===== config.mk =====
export PLATFORM = sky130hd
export DESIGN_NAME = uart_io_buffer
export DESIGN_NICKNAME = d
export VERILOG_FILES = /design/src/rtl/uart_io_buffer_pkg.sv /design/src/rtl/uart_io_buffer_fifo.sv /design/src/rtl/uart_io_buffer.sv
export SDC_FILE = /design/constraint.sdc
export NUM_CORES = 1
export LEC_CHECK = 0
export BUFFER_PORTS_ARGS = -buffer_cell sky130_fd_sc_hd__buf_4
export CORE_MARGIN = 1
export CORE_UTILIZATION = 56
export CTS_BUF_LIST = sky130_fd_sc_hd__clkbuf_4
export CTS_CLUSTER_SIZE = 16
export DETAILED_ROUTE_END_ITERATION = 10
export PLACE_DENSITY = 0.78
export RECOVER_POWER = 25
export SETUP_SLACK_MARGIN = 0.15
export SYNTH_ARGS = -nofsm -noshare
export SYNTH_HDL_FRONTEND = slang
export SYNTH_HIERARCHICAL = 1
export SYNTH_SLANG_ARGS = --single-unit

===== constraint.sdc =====
create_clock -name CLK -period 2.45 [get_ports CLK]
set_input_delay 0.49 -clock CLK [delete_from_list [all_inputs] [get_ports CLK]]
set_output_delay 0.49 -clock CLK [all_outputs]
set_load 0.05 [all_outputs]

===== src/rtl/uart_io_buffer_pkg.sv =====
// Shared constants and helpers for the UART byte-buffering stage.
package uart_io_buffer_pkg;

  localparam int unsigned UART_FIFO_DEPTH_LOG2 = 3;
  localparam int unsigned UART_WIDTH           = 8;
  localparam int unsigned UART_DROP_W          = 8;

  // Memory-mapped UART address map seen by the datapath's control decode.
  localparam logic [31:0] UART_TX_DATA_ADDR = 32'h1000_0000;
  localparam logic [31:0] UART_RX_DATA_ADDR = 32'h1000_0004;
  localparam logic [31:0] UART_STATUS_ADDR  = 32'h1000_0008;

  // Status word layout as read back by software from UART_STATUS_ADDR.
  typedef struct packed {
    logic [UART_DROP_W-1:0] rx_drop_count;
    logic                   rx_overflow;
    logic                   data_out_valid;
    logic                   data_in_ready;
  } uart_status_t;

  // Increment that sticks at all-ones instead of wrapping.
  function automatic logic [UART_DROP_W-1:0] sat_inc(input logic [UART_DROP_W-1:0] v);
    return (v == {UART_DROP_W{1'b1}}) ? v : v + UART_DROP_W'(1);
  endfunction

endpackage


===== src/rtl/uart_io_buffer_fifo.sv =====
// Synchronous first-word-fall-through FIFO with registered occupancy count.
module sync_fifo_fwft #(
  parameter int unsigned DEPTH_LOG2 = 3,
  parameter int unsigned WIDTH      = 8
) (
  input  logic             CLK,
  input  logic             reset,
  input  logic             flush,
  input  logic             push,
  input  logic             pop,
  input  logic [WIDTH-1:0] din,
  output logic [WIDTH-1:0] dout,
  output logic             full,
  output logic             empty
);

  localparam int unsigned DEPTH = 1 << DEPTH_LOG2;
  localparam int unsigned PTR_W = DEPTH_LOG2;
  localparam int unsigned CNT_W = DEPTH_LOG2 + 1;

  logic [WIDTH-1:0] mem_q [DEPTH];
  logic [PTR_W-1:0] rd_ptr_q, rd_ptr_d;
  logic [PTR_W-1:0] wr_ptr_q, wr_ptr_d;
  logic [CNT_W-1:0] count_q, count_d;
  logic             push_ok;
  logic             pop_ok;
  logic             mem_we;

  // Full/empty come only from the registered count.
  assign full  = (count_q == CNT_W'(DEPTH));
  assign empty = (count_q == '0);

  // Head entry falls through to the output straight from storage.
  assign dout = mem_q[rd_ptr_q];

  // Accept/advance decisions; flush wins over any push or pop.
  always_comb begin
    push_ok  = push && !full;
    pop_ok   = pop && !empty;
    mem_we   = push_ok && !flush;
    rd_ptr_d = rd_ptr_q;
    wr_ptr_d = wr_ptr_q;
    count_d  = count_q;
    if (flush) begin
      rd_ptr_d = '0;
      wr_ptr_d = '0;
      count_d  = '0;
    end else begin
      if (push_ok) wr_ptr_d = wr_ptr_q + PTR_W'(1);
      if (pop_ok)  rd_ptr_d = rd_ptr_q + PTR_W'(1);
      if (push_ok && !pop_ok) begin
        count_d = count_q + CNT_W'(1);
      end else if (!push_ok && pop_ok) begin
        count_d = count_q - CNT_W'(1);
      end
    end
  end

  // Pointer and count registers with synchronous active-low reset.
  always_ff @(posedge CLK) begin
    if (!reset) begin
      rd_ptr_q <= '0;
      wr_ptr_q <= '0;
      count_q  <= '0;
    end else begin
      rd_ptr_q <= rd_ptr_d;
      wr_ptr_q <= wr_ptr_d;
      count_q  <= count_d;
    end
  end

  // Storage array; intentionally not reset, contents are qualified by count.
  always_ff @(posedge CLK) begin
    if (mem_we) mem_q[wr_ptr_q] <= din;
  end

endmodule


===== src/rtl/uart_io_buffer.sv =====
// Byte buffering between the CPU's memory-mapped UART port and the serial TX/RX.
module uart_io_buffer
  import uart_io_buffer_pkg::*;
#(
  parameter int unsigned DEPTH_LOG2 = UART_FIFO_DEPTH_LOG2,
  parameter int unsigned WIDTH      = UART_WIDTH
) (
  input  logic                   CLK,
  input  logic                   reset,
  input  logic                   Flush,
  input  logic [WIDTH-1:0]       DataIn,
  input  logic                   DataInValid,
  output logic                   DataInReady,
  output logic [WIDTH-1:0]       DataOut,
  output logic                   DataOutValid,
  input  logic                   DataOutReady,
  output logic [WIDTH-1:0]       tx_data,
  output logic                   tx_valid,
  input  logic                   tx_ready,
  input  logic [WIDTH-1:0]       rx_data,
  input  logic                   rx_valid,
  output logic                   rx_overflow,
  output logic [UART_DROP_W-1:0] rx_drop_count
);

  logic                   tx_full, tx_empty;
  logic                   rx_full, rx_empty;
  logic                   tx_pop;
  logic                   rx_pop_ok;
  logic                   overflow_ev;
  logic                   rx_overflow_q, rx_overflow_d;
  logic [UART_DROP_W-1:0] drop_count_q, drop_count_d;

  // Handshake outputs; TX side is held off while reset is asserted.
  assign DataInReady  = reset && !tx_full;
  assign tx_valid     = reset && !tx_empty;
  assign DataOutValid = !rx_empty;
  assign tx_pop       = tx_valid && tx_ready;

  // CPU stores in, serial transmitter out.
  sync_fifo_fwft #(
    .DEPTH_LOG2 (DEPTH_LOG2),
    .WIDTH      (WIDTH)
  ) u_tx_fifo (
    .CLK   (CLK),
    .reset (reset),
    .flush (Flush),
    .push  (DataInValid),
    .pop   (tx_pop),
    .din   (DataIn),
    .dout  (tx_data),
    .full  (tx_full),
    .empty (tx_empty)
  );

  // Serial receiver in, CPU loads out.
  sync_fifo_fwft #(
    .DEPTH_LOG2 (DEPTH_LOG2),
    .WIDTH      (WIDTH)
  ) u_rx_fifo (
    .CLK   (CLK),
    .reset (reset),
    .flush (Flush),
    .push  (rx_valid),
    .pop   (DataOutReady),
    .din   (rx_data),
    .dout  (DataOut),
    .full  (rx_full),
    .empty (rx_empty)
  );

  // A received byte is counted as dropped only if no slot frees up this cycle.
  always_comb begin
    rx_pop_ok     = DataOutReady && !rx_empty;
    overflow_ev   = rx_valid && rx_full && !rx_pop_ok;
    rx_overflow_d = rx_overflow_q;
    drop_count_d  = drop_count_q;
    if (Flush) begin
      rx_overflow_d = 1'b0;
      drop_count_d  = '0;
    end else if (overflow_ev) begin
      rx_overflow_d = 1'b1;
      drop_count_d  = sat_inc(drop_count_q);
    end
  end

  // Sticky overflow flag and saturating drop counter.
  always_ff @(posedge CLK) begin
    if (!reset) begin
      rx_overflow_q <= 1'b0;
      drop_count_q  <= '0;
    end else begin
      rx_overflow_q <= rx_overflow_d;
      drop_count_q  <= drop_count_d;
    end
  end

  assign rx_overflow   = rx_overflow_q;
  assign rx_drop_count = drop_count_q;

endmodule


## Yosys cells after proc, flatten, opt, wreduce, memory -nomap -nowiden

Memory sizes are Yosys's and may differ from the RTL's. A register that Yosys moved wholly into a read port is not among the register bits.
Index checks and enable logic that the tools add are counted.

- Flip-flop bits (word level): 29
- RAM bits: 128
- Bits of input ports: 23
- Output and inout bits: 28
- Logic and storage cells: 66
- Memories: 2

- Add/sub/neg operators: 9
- Equality and inequality tests: 3
- Multiplexer cells: 12
- Bitwise logic cells: 2
- Reductions and logical operators: 30

Memory list:

| name | depth | width | read ports | clocked after memory_dff | wr ports | line | RTL |
|---|---|---|---|---|---|---|---|
| u_rx_fifo.mem_q | 8 | 8 | 1 | 1 | 1 | uart_io_buffer_fifo.sv:21 | `logic [WIDTH-1:0] mem_q [DEPTH];` |
| u_tx_fifo.mem_q | 8 | 8 | 1 | 1 | 1 | uart_io_buffer_fifo.sv:21 |  |

Operators with widths:

| cell | count |
|---|---|
| $mux W4 | 4 |
| $logic_and A1 B1 Y1 | 15 |
| $add A3 B1 Y3 const B | 4 |
| $mux W3 | 4 |
| $logic_not A1 Y1 | 9 |
| $add A4 B1 Y4 const B | 2 |
| $add A8 B1 Y8 const B | 1 |
| $eq A4 B4 Y1 const B | 2 |
| $eq A8 B8 Y1 const B | 1 |
| $logic_not A4 Y1 | 2 |
| $sub A4 B1 Y4 const B | 2 |
| $mux W1 | 4 |
| $reduce_bool A2 Y1 | 2 |
| $not A1 Y1 | 2 |
| $reduce_and A2 Y1 | 1 |
| $reduce_or A2 Y1 | 1 |

## Longest topological paths before layout

- Word-level depth: 8
- Mapped depth: 11
- Gate-level depth less buffers: 11

## Cells and area by module

Netlist, hierarchy kept.

By module, submodules not included:

| module | instances | cells an instance | area each (um^2) | seq. area each (um^2) |
|---|---|---|---|---|
| sync_fifo_fwft | 2 | 167 | 3084.2 | 2182.1 |
| uart_io_buffer | 1 | 58 | 474.2 | 180.2 |

## Least setup slack after synthesis

OpenSTA, ideal clock, no wires.

- Path type: flip-flop to flip-flop
- Start: register u_tx_fifo.count_q[0]
- End: register u_tx_fifo.count_q[3]
- Setup time: 0.121 ns
- Data arrival time: 2.892 ns
- Data required time: 2.329 ns
- Slack: -0.563 ns
- Stages on the path, launching flop included: 12
- Path buffers: 0
- Clock period less this slack: 3.013 ns
- Path through: dfxtp_1 nor4_1 nor2b_1 and2_1 o41ai_2 ha_1 inv_1 ha_1 a21oi_1 a211oi_1 a31oi_1 mux2_2

- Cells in the longest elaborated chain, start to end: 8
- Elaborated cells between the ends (all ways): 17
- Those cells by class: add/sub (2); eq/ne (1); mux (2); reduce/logical (12)

Ends and longest elaborated chain:

| item | line | RTL |
|---|---|---|
| start: declaration | uart_io_buffer_fifo.sv:24 | `logic [CNT_W-1:0] count_q, count_d;` |
| start signal: assignment | uart_io_buffer_fifo.sv:68 | `count_q <= count_d;` |
| $logic_not A4 Y1 (*) | uart_io_buffer_fifo.sv:31 | `assign empty = (count_q == '0);` |
| named net tx_empty | uart_io_buffer.sv:26 | `logic tx_full, tx_empty;` |
| $logic_not A1 Y1 (*) | uart_io_buffer.sv:36 | `assign tx_valid = reset && !tx_empty;` |
| $logic_and A1 B1 Y1 (*) | uart_io_buffer.sv:36 |  |
| named net tx_valid | uart_io_buffer.sv:18 | `output logic tx_valid,` |
| $logic_and A1 B1 Y1 (*) | uart_io_buffer.sv:38 | `assign tx_pop = tx_valid && tx_ready;` |
| named net tx_pop | uart_io_buffer.sv:28 | `logic tx_pop;` |
| $logic_and A1 B1 Y1 (*) | uart_io_buffer_fifo.sv:39 | `pop_ok = pop && !empty;` |
| $logic_not A1 Y1 | uart_io_buffer_fifo.sv:51 | `if (push_ok && !pop_ok) begin` |
| $logic_and A1 B1 Y1 | uart_io_buffer_fifo.sv:51 |  |
| $mux W4 / $reduce_bool A2 Y1 (equally long branches) | - |  |

The timed path passes the listed nets; every way through them passes the cells marked *. The select of a mux whose other input is x is not followed.
A chain may end at the register's enable or synchronous reset.

==> flow_metrics.tcl <==
set metrics [dict create \
    place_congestion 0.7321 \
    cts_tree "done" \
    wl_per_cell_um 19.25 \
    syn_area_per_cell_um2 16.95 \
    post-synth-top-count-cell "edfxtp_1" \
    synth_top_cells_by_count "128 x edfxtp_1, 37 x nor2_1, 35 x dfxtp_1, 32 x mux4_2, 18 x mux2_2" \
    vias 3634 \
    gr-total-overflow 0 \
    crit_fanout 8 \
    dieArea_um2 12300 \
    rows 39 \
    clockBufferDepth 2 \
    synth_area_leaders "edfxtp_1 58%, mux4_2 11%, dfxtp_1 11%" \
    grt_pass1_wl_mm 19.46 \
    place.port_buffers 50 \
    viasPerCell 5.750 \
    r2r_end "u_tx_fifo/count_q[3]$_SDFFE_PP0P_" \
    async_reset_ff_frac 0 \
    syn-num-nets 428 \
    htree_levels 4 \
    powerDensity_nw_per_um2 672.8 \
    maxCapViolCount 0 \
    hold_ws_ns 0.1621 \
    min_period_ns 2.595 \
    slew_headroom 0.2541 \
    numCtsBuffers 17 \
    power.switching_mw 1.418 \
    p_sw_frac 0.2603 \
    hold_viol 0 \
    yosysTopAreaCell "edfxtp_1" \
    whs_path_depth 1 \
    leakage_nw 2.728 \
    seq_area_um2 4582 \
    setup_viol 16 \
    worstSetupPathType "reg2out" \
    ir_drop_mv 0.4065 \
    r2r_start "u_tx_fifo/count_q[0]$_SDFFE_PP0P_" \
    drcViolationCount 0 \
    hold_class "in2reg" \
    track_usage 0.2131 \
    fillers 700 \
    routed_wl_mm 12.17 \
    n_antenna_cell 0 \
    min_to "u_tx_fifo/mem_q[1][5]$_DFFE_PP_" \
    postLayoutCoreUtil 0.7058 \
    p_int_mw 4.028 \
    die_w_um 110.9 \
    dr.pass1.iters 5 \
    grt_pass1_vias 3764 \
    finClkSkew_ns 0.01481 \
    rsz0062_at_grt "true" \
    layout.nets 512 \
    end_kind "output pin" \
    syn_to_final_growth_pct 21.85 \
    grt_start_max_net_pins 19 \
    ys_warn_count 6 \
    start_kind "flip-flop" \
    r2r_slack_ns 0.04 \
    rr_worst_depth 9 \
    p_comb_frac 0.144 \
    ctsRootBufferMaster "clkbuf_4" \
    synth_seq_cells 163 \
    status "finished with violations" \
    path_clk_slew_ns 0.14 \
    report.final.slew_viol_count 0 \
    synth_top_cell_area_share 0.5786 \
    synth_enable_flop_cells 128 \
    worst_pin_slew_ns 1.116 \
    clk_latency_ns 0.56 \
    synthCells 392 \
    syn_area_um2 6643 \
    critPathRequiredTime_ns 1.96 \
    setup_ws_ns -0.1451 \
    ys_types 42 \
    seqPwrFrac 0.562 \
    antenna_found_initial 0 \
    period_share 1.059 \
    crit_arrival_ns 2.11 \
    post_route_cells_drive_above_1_share 0.4172 \
    holdBufCountCts 0 \
    multi_input_area_um2 2262 \
    core_area_um2 11470 \
    synthFlopType "edfxtp_1" \
    synth-seq-area-share 0.6841 \
    start_util 0.5793 \
    drt.antenna.violating_nets 0 \
    min-delay-start "DataIn[5]" \
    dp_hpwl_mm 7.393 \
    pin_count 51 \
    violations "setup timing" \
    drt_iter0_markers 253 \
    fp.dieH_um 110.9 \
    cts_sinks 163 \
    fmax_mhz 385.3 \
    clock_power_share 0.295 \
]
==> stage by stage <==
step,TNS [ns],power (mW),cell area (µm²),setup slack [ns],instances
after floorplan,0,3.578,6768,0.04513,392
after global placement,0,3.761,7430,0.07337,583
after detailed placement,0,3.783,7430,0.03452,583
after CTS,-2.558,5.466,8020,-0.1875,629
after global routing,-3.294,5.663,8094,-0.2442,632
final,-1.694,5.446,8094,-0.1451,632
==> power groups by stage <==
stage	Clock (mW)	Combinational [mW]	Sequential (mW)
floorplan	0	0.456	3.12
global placement	0	0.638	3.12
detailed placement	0	0.655	3.13
CTS	1.65	0.754	3.06
global route	1.76	0.838	3.07
finish	1.60	0.782	3.06
==> worst max path at each step <==
stage / start / endpoint / slack [ns] / cells after the start
floorplan: u_rx_fifo/count_q[0]$_SDFFE_PP0P_ / u_rx_fifo/count_q[3]$_SDFFE_PP0P_ / 0.05 / 10
global placement: u_tx_fifo/count_q[0]$_SDFFE_PP0P_ / u_tx_fifo/count_q[3]$_SDFFE_PP0P_ / 0.07 / 9
detailed placement: u_rx_fifo/count_q[0]$_SDFFE_PP0P_ / u_rx_fifo/count_q[3]$_SDFFE_PP0P_ / 0.03 / 9
CTS: flip-flop / DataOut[5] / -0.19 / 4
global route: flip-flop / DataOut[7] / -0.24 / 4
finish: flip-flop / DataOut[7] / -0.15 / 4
==> placed cells by master, fill, tap and decap left out, types with 6 or more instances in the layout <==
cell	Yosys	layout
ha_1	11	7
mux2i_1	6	6
mux4_2	32	32
nor2_1	37	36
edfxtp_1	128	128
inv_1	9	6
a21oi_1	9	6
mux2_4	0	9
buf_4	2	51
dfxtp_1	35	25
dfxtp_4	0	10
mux2_2	18	9
clkbuf_4	0	17
xor2_1	6	6
buf_6	0	12
clkbuf_1	5	12
==> flip-flops by register name, indices dropped and copies added, names as in the netlist, named ones only <==
| signal | count |
|---|---|
| u_tx_fifo/mem_q | 64 |
| u_tx_fifo/count_q | 4 |
| rx_overflow | 1 |
| u_rx_fifo/rd_ptr_q | 3 |
| u_rx_fifo/count_q | 4 |
| u_tx_fifo/wr_ptr_q | 3 |
| rx_drop_count | 8 |
| u_rx_fifo/wr_ptr_q | 3 |
| u_rx_fifo/mem_q | 64 |
| u_tx_fifo/rd_ptr_q | 3 |
==> layer usage <==
metal  vias to the layer above  GRT usage  routed length [µm]
li1                       1703          -                   -
met1                      1828     0.2792                5269
met2                        87     0.3433                6202
met3                        16    0.04647                 502
met4                         0    0.09778                 194
met5                         -          0                   0
==> area by class of cell <==
type                    instances  area share
inverters                       9    0.004792
repair buffers                 84     0.09059
flip-flops and latches        163      0.5661
clock inverters                15     0.02118
multi-input cells             201      0.2795
clock buffers                  17     0.01577
well taps                     143     0.02211
==> worst max-delay path, stage by stage, from the launching register on <==
cell     delay (ns)
dfxtp_4        0.43
buf_12         0.15
mux4_2         0.53
mux2_4         0.29
buf_8          0.15
==> timing repair <==
action / CTS / global route
endpoints found under the setup margin: 43 / 46
pin swaps: 8 / 5
gates resized for setup: 42 / 19
setup buffers: 12 / 3
cloned: 2 / 0
==> kinds of logic after synthesis <==
| kind of cell | Yosys count | synth area share |
|---|---|---|
| flops | 163 | 0.6841 |
| simple gates | 97 | 0.08363 |
| mux | 56 | 0.1480 |
| buf+inv | 28 | 0.01846 |
| compound gates | 25 | 0.02581 |
| fa+ha+maj | 13 | 0.02675 |
| xor+xnor | 10 | 0.01318 |
No activity file was read; power rests on OpenSTA's default activity.
